<file path="src/rtl/fml_initiator_pkg.sv">
// Shared FML memory-bus definitions used by the FML initiator.
package fml_initiator_pkg;

    localparam int unsigned FML_SDRAM_DEPTH = 26;
    localparam int unsigned FML_BEAT_W      = 64;
    localparam int unsigned FML_SEL_W       = 8;

endpackage

</file>
<file path="src/rtl/fml_initiator.sv">
// FML burst initiator: turns one 256-bit line request into a 4-beat FML
// write or read burst and reports completion with a one-cycle pulse.
module fml_initiator
    import fml_initiator_pkg::*;
#(
    parameter int unsigned sdram_depth  = FML_SDRAM_DEPTH,
    parameter int unsigned read_latency = 4
) (
    input  logic                   sys_clk,
    input  logic                   sys_rst,

    input  logic                   req_stb,
    output logic                   req_ack,
    input  logic                   req_we,
    input  logic [sdram_depth-6:0] req_adr,
    input  logic [31:0]            req_sel,
    input  logic [255:0]           req_wdat,
    output logic [255:0]           resp_rdat,
    output logic                   resp_done,
    output logic                   busy,

    output logic [sdram_depth-1:0] fml_adr,
    output logic                   fml_stb,
    output logic                   fml_we,
    input  logic                   fml_eack,
    output logic [7:0]             fml_sel,
    output logic [63:0]            fml_do,
    input  logic [63:0]            fml_di
);

    typedef enum logic [2:0] {
        IDLE,
        ADDR,
        WDATA,
        RWAIT,
        RDATA
    } state_t;

    localparam int unsigned BEATS      = 4;
    localparam logic [1:0]  LAST_BEAT  = 2'd3;
    // Wait cycles after the eack cycle before the first read beat, minus one.
    localparam logic [3:0]  RWAIT_INIT = 4'(read_latency - 2);

    state_t         state_q, state_d;
    logic [1:0]     beat_q, beat_d, beat_nxt;
    logic [3:0]     lat_q, lat_d;
    logic [31:0]    sel_q;
    logic [255:0]   wdat_q;

    logic           capture;
    logic           stb_d;
    logic           done_d;
    logic           busy_d;
    logic [7:0]     sel_d;
    logic [63:0]    do_d;
    logic [255:0]   rdat_d;

    // Acceptance is visible in the same cycle the request is seen in IDLE.
    assign req_ack = capture & ~sys_rst;

    // Next-state and next-output logic.
    always_comb begin
        state_d  = state_q;
        beat_d   = beat_q;
        lat_d    = lat_q;
        beat_nxt = beat_q + 2'd1;
        capture  = 1'b0;
        stb_d    = 1'b0;
        done_d   = 1'b0;
        sel_d    = '0;
        do_d     = '0;
        rdat_d   = resp_rdat;

        case (state_q)
            IDLE: begin
                if (req_stb) begin
                    capture = 1'b1;
                    stb_d   = 1'b1;
                    state_d = ADDR;
                end
            end
            ADDR: begin
                if (fml_eack) begin
                    beat_d = '0;
                    if (fml_we) begin
                        state_d = WDATA;
                        sel_d   = sel_q[7:0];
                        do_d    = wdat_q[63:0];
                    end else if (read_latency == 1) begin
                        state_d = RDATA;
                    end else begin
                        state_d = RWAIT;
                        lat_d   = RWAIT_INIT;
                    end
                end else begin
                    stb_d = 1'b1;
                end
            end
            WDATA: begin
                beat_d = beat_nxt;
                if (beat_q == LAST_BEAT) begin
                    state_d = IDLE;
                    done_d  = 1'b1;
                end else begin
                    sel_d = 8'(sel_q >> {beat_nxt, 3'b000});
                    do_d  = 64'(wdat_q >> {beat_nxt, 6'b000000});
                end
            end
            RWAIT: begin
                if (lat_q == '0) begin
                    state_d = RDATA;
                end else begin
                    lat_d = lat_q - 4'd1;
                end
            end
            RDATA: begin
                for (int k = 0; k < BEATS; k++) begin
                    if (beat_q == 2'(k)) begin
                        rdat_d[k*64 +: 64] = fml_di;
                    end
                end
                beat_d = beat_nxt;
                if (beat_q == LAST_BEAT) begin
                    state_d = IDLE;
                    done_d  = 1'b1;
                end
            end
            default: state_d = IDLE;
        endcase

        busy_d = (state_d != IDLE);
    end

    // State register.
    always_ff @(posedge sys_clk or posedge sys_rst) begin
        if (sys_rst) begin
            state_q <= IDLE;
            beat_q  <= '0;
            lat_q   <= '0;
        end else begin
            state_q <= state_d;
            beat_q  <= beat_d;
            lat_q   <= lat_d;
        end
    end

    // Registered outputs and captured request.
    always_ff @(posedge sys_clk or posedge sys_rst) begin
        if (sys_rst) begin
            fml_stb   <= 1'b0;
            fml_we    <= 1'b0;
            fml_adr   <= '0;
            fml_sel   <= '0;
            fml_do    <= '0;
            resp_done <= 1'b0;
            resp_rdat <= '0;
            busy      <= 1'b0;
            sel_q     <= '0;
            wdat_q    <= '0;
        end else begin
            fml_stb   <= stb_d;
            fml_sel   <= sel_d;
            fml_do    <= do_d;
            resp_done <= done_d;
            resp_rdat <= rdat_d;
            busy      <= busy_d;
            if (capture) begin
                fml_adr <= {req_adr, 5'b00000};
                fml_we  <= req_we;
                sel_q   <= req_sel;
                wdat_q  <= req_wdat;
            end
        end
    end

endmodule

</file>
<file path="config.mk">
export PLATFORM = sky130hd
export DESIGN_NAME = fml_initiator
export DESIGN_NICKNAME = d
export VERILOG_FILES = /design/src/rtl/fml_initiator_pkg.sv /design/src/rtl/fml_initiator.sv
export SDC_FILE = /design/constraint.sdc
export NUM_CORES = 1
export LEC_CHECK = 0
export BUFFER_PORTS_ARGS = -buffer_cell sky130_fd_sc_hd__buf_2
export CORE_AREA = 2 2 284 286
export CTS_CLUSTER_SIZE = 40
export DETAILED_ROUTE_END_ITERATION = 8
export DIE_AREA = 0 0 286 288
export PLACE_DENSITY = 0.62
export REMOVE_ABC_BUFFERS = 1
export SETUP_SLACK_MARGIN = 0.5
export SYNTH_ARGS = -nofsm -noshare
export SYNTH_HDL_FRONTEND = slang
export SYNTH_SLANG_ARGS = --single-unit
export TNS_END_PERCENT = 1
</file>
<file path="constraint.sdc">
create_clock -name sys_clk -period 76.2 [get_ports sys_clk]
set_input_delay 19.05 -clock sys_clk [delete_from_list [all_inputs] [get_ports sys_clk]]
set_output_delay 19.05 -clock sys_clk [all_outputs]
set_load 0.005 [all_outputs]
</file>
Yosys cells after proc, flatten, opt, wreduce, memory -nomap -nowiden
Index checks and enable logic that the tools add are counted.
- reductions and logical operators: 13
- mux-type cells: 26
- order comparisons: 0
- shift-type cells: 2
- divide/modulo/power cells: 0
- $add $sub $neg: 2
- $mul: 0
- equal/unequal tests: 10
- bitwise gates (word level): 2
- operator list (operator ; count):
    $shr A256 B8 Y64 ; 1
    $mux W64 ; 3
    $pmux W64 S2 ; 1
    $shr A32 B5 Y8 ; 1
    $mux W8 ; 3
    $pmux W8 S2 ; 1
    $mux W3 ; 4
    $mux W4 ; 3
    $pmux W3 S4 ; 1
    $reduce_and A2 Y1 ; 5
    $pmux W4 S2 ; 1
    $eq A3 B2 Y1 const B ; 2
    $mux W1 ; 6
    $ne A2 B2 Y1 const B ; 3
    $eq A2 B2 Y1 const B ; 2
    $logic_not A4 Y1 ; 1
    $pmux W2 S2 ; 1
    $reduce_and A4 Y1 ; 1
    $reduce_bool A2 Y1 ; 2
    $sub A4 B1 Y4 const B ; 1
    $eq A3 B1 Y1 const B ; 1
    $eq A3 B3 Y1 const B ; 1
    $logic_not A3 Y1 ; 1
    $reduce_bool A3 Y1 ; 1
    other kinds (8) ; 8
- bits in writable memories: 0
- input port bits: 378
- bits in registers: 650
- word-level logic and storage cells: 71
- bits in latches: 0
- memories: 0
- output and inout bits: 359
- ROM bits: 0

Depth between registers and ports, before layout
- depth after elaboration: 4
- gate-level depth with buffers: 11
- gate-level depth less buffers: 5

Least setup slack after synthesis
OpenSTA, ideal clock, no wires.
- kind: in2out
- from: input sys_rst
- to: output req_ack
- arrival time: 33.531 ns
- buffers on the path: 0
- stages: 2
- required time: 57.150 ns
- slack: 23.619 ns
- cells stage by stage: inv_1 -> and2_1
- cells in the longest elaborated chain, start to end: 2
- RTL lines (element ; RTL line ; RTL):
    start: declaration ; fml_initiator.sv:10 ; input logic sys_rst,
    $not A1 Y1 ; fml_initiator.sv:59 ; assign req_ack = capture & ~sys_rst;
    $and A1 B1 Y1 ; fml_initiator.sv:59 ;
    end: declaration ; fml_initiator.sv:13 ; output logic req_ack,
No other way between the ends.

Final worst setup path
Same ends and word-level chain as after synthesis.

==> flow_summary.json <==
{
  "vias": 16158,
  "synthArstFlopShare_pct": 100,
  "wl_per_cell_um": 21.3,
  "cp-end-kind": "primary output",
  "nets": 2644,
  "slew_viol_final": 0,
  "die_w_um": 286,
  "grtUsageTotal_pct": 17.1,
  "tns_ps": 0,
  "coreArea_mm2": 0.0796,
  "grt_start_max_net_pins": 153,
  "finalWirelength_um": 71900,
  "max_slew_margin_pct": 27.6,
  "drt_iter0_drc": 729,
  "dp_cells": 3245,
  "max-cap-violations": 0,
  "cts.reportedPaths.clkPinSlew_ps": 60,
  "power.density_mw_per_mm2": 39.2,
  "fmax_mhz": 25.5,
  "drive_gt1_share_pct": 56.6,
  "start_kind": "primary input",
  "reg2reg_depth": 6,
  "irDropWorstVdd_v": 0.0000247,
  "cts_tree": "yes",
  "rows": 104,
  "synth_cells": 1531,
  "avgSynthCellArea_um2": 17.0,
  "power_switching_share_pct": 29.6,
  "clock_path_buffers": 3,
  "gp_congestion": 0.825,
  "placed_cell_area_mm2": 0.0306,
  "power_leakage_nw": 16.1,
  "synth_area_leader_cell": "dfrtp_1",
  "layout_commonest_cell": "buf_2",
  "grt_antenna_before_repair": 35,
  "total_power_mw": 1.30,
  "drtPass1Iterations": 7,
  "max_slew.worst_pin.slew_ps": 1090,
  "worstReg2RegEnd": "wdat_q[6]$_DFFE_PP0P_",
  "rsz0062_at_grt": "false",
  "finalSetupViolCount": 0,
  "multi_input_area_mm2": 0.00910,
  "p_switching_mw": 0.383,
  "ff_latch_area_mm2": 0.0163,
  "critPathKind": "in2out",
  "holdPathStages": 1,
  "grt_pass1_vias": 17519,
  "post-cts-setup-buffer-count": 0,
  "period_share_pct": 51.4,
  "r2r_start": "state_q[0]$_DFF_PP0_",
  "layout_min_cycle_time_ps": 39190,
  "clkPwrFrac_pct": 27.8,
  "seq_area_frac_synth_pct": 62.6,
  "syn_to_final_growth_pct": 27.4,
  "holdPathEnd": "wdat_q[221]$_DFFE_PP0P_",
  "cp_data_required_time_ps": 57150,
  "hpwl_um": 51000,
  "dieArea_mm2": 0.0824,
  "yosysWarnings": 0,
  "internal_power_mw": 0.913,
  "hold_viol_final": 0,
  "cts_root_buf": "clkbuf_16",
  "yosysTopAreaCellShare_pct": 62.6,
  "clock_skew_ps": 21.7,
  "fin_util_pct": 41.6,
  "numCtsBuffers": 73,
  "clock_sinks": 650,
  "worstHoldStart": "wdat_q[221]$_DFFE_PP0P_",
  "hold_buffers": 0,
  "p_comb_share_pct": 29.8,
  "io_pins": 737,
  "status": "finished clean",
  "synth.area.top_cells": "dfrtp_1 63%, mux2_2 16%, mux2_1 9.0%",
  "drc": 0,
  "netlist_area_mm2": 0.0260,
  "num-fill-cells": 7378,
  "viasPerCell": 4.78,
  "hold_class": "reg2reg",
  "instances_no_fill": 3383,
  "initial_core_util_pct": 32.6,
  "grt_first_pass_wirelength_um": 108000,
  "cts_max_level": 3,
  "synth_edf_count": 0,
  "cts.repair.resized": 0,
  "antenna_left": 0,
  "worst_ep_arrival_time_ps": 20140,
  "ys_seq_elements": 650,
  "layout_common_cells": "731 x buf_2, 649 x dfrtp_1, 359 x mux2_2",
  "clock_latency_ps": 610,
  "synth-main-ff-cell": "dfrtp_1",
  "reg2reg_slack_ps": 71360,
  "pwr-share-seq_pct": 42.4,
  "synthDistinctLibCells": 39,
  "portBuffers": 731,
  "grt.overflow.total": 0,
  "crit_fanout": 86,
  "final_area_mm2": 0.0331,
  "dieHeight_um": 288
}
==> layout make-up <==
type	instances	share of cell area (%)
diodes	7	0.0529
flip-flops and latches	650	49.2
clock buffers	105	6.43
multi-input cells	773	27.5
well taps	1060	4.01
clock inverters	26	1.12
inverters	10	0.136
repair buffers	752	11.6
==> cells by family after synthesis <==
group | Yosys count | share of synthesized area (%)
other cells | 1 | 0.0144
simple gates | 33 | 0.800
compound gates | 87 | 2.77
fa+ha+maj | 6 | 0.289
flops | 650 | 62.6
xor+xnor | 2 | 0.0675
mux | 640 | 30.9
buf+inv | 112 | 2.56
==> sequential cells by signal (all words and copies together), names as in the netlist <==
name       cells
resp_done      1
busy           1
fml_do        64
fml_we         1
fml_sel        8
resp_rdat    256
beat_q         2
state_q        3
lat_q          4
wdat_q       256
fml_adr       21
sel_q         32
fml_stb        1
==> worst max-delay path, cell delays in order <==
cell and delay, ps:
buf_2 130, inv_8 370, and2_1 300, buf_2 150
==> worst max-delay path by stage <==
stage	from	to	slack (ps)	cells past startpoint
floorplan	req_stb	req_ack	19860	2
global placement	sys_rst	req_ack	36960	4
detailed placement	sys_rst	req_ack	36970	4
CTS	sys_rst	req_ack	36960	4
global route	sys_rst	req_ack	36840	4
finish	sys_rst	req_ack	37010	4
==> synthesized netlist by cell type, drive strengths merged (3+ instances only) <==
cell type  count
dfrtp        650
mux2         566
buf           82
a22o          72
mux4          72
clkbuf        20
inv           10
and2           6
ha             6
o21ai          6
nand2          5
nor2           5
a21oi          3
nor3           3
==> power groups by stage <==
stage          clock (mW)  sequential, mW  combinational (mW)
2_1_floorplan           0           0.546               0.283
3_3_place_gp            0           0.546               0.383
3_5_place_dp            0           0.555               0.396
4_1_cts             0.371           0.550               0.397
5_1_grt             0.386           0.566               0.421
6_report            0.361           0.549               0.387
==> metrics by stage <==
step / hold slack (ps) / worst slack [ps]
6_report: 476 / 37010
5_1_grt: 493 / 36840
4_1_cts: 482 / 36960
2_1_floorplan: 453 / 19860
3_3_place_gp: 462 / 36960
3_5_place_dp: 469 / 36970
==> metal layers <==
layer / vias to the layer above / GRT usage, % / share of wire [%]
met2: 601 / 29.6 / 50
met1: 8289 / 20.0 / 38
met3: 140 / 6.22 / 9.1
met4: 46 / 4.97 / 2.3
li1: 7082 / - / -
met5: - / 0 / 0.41
(Power assumes the default switching activity.)
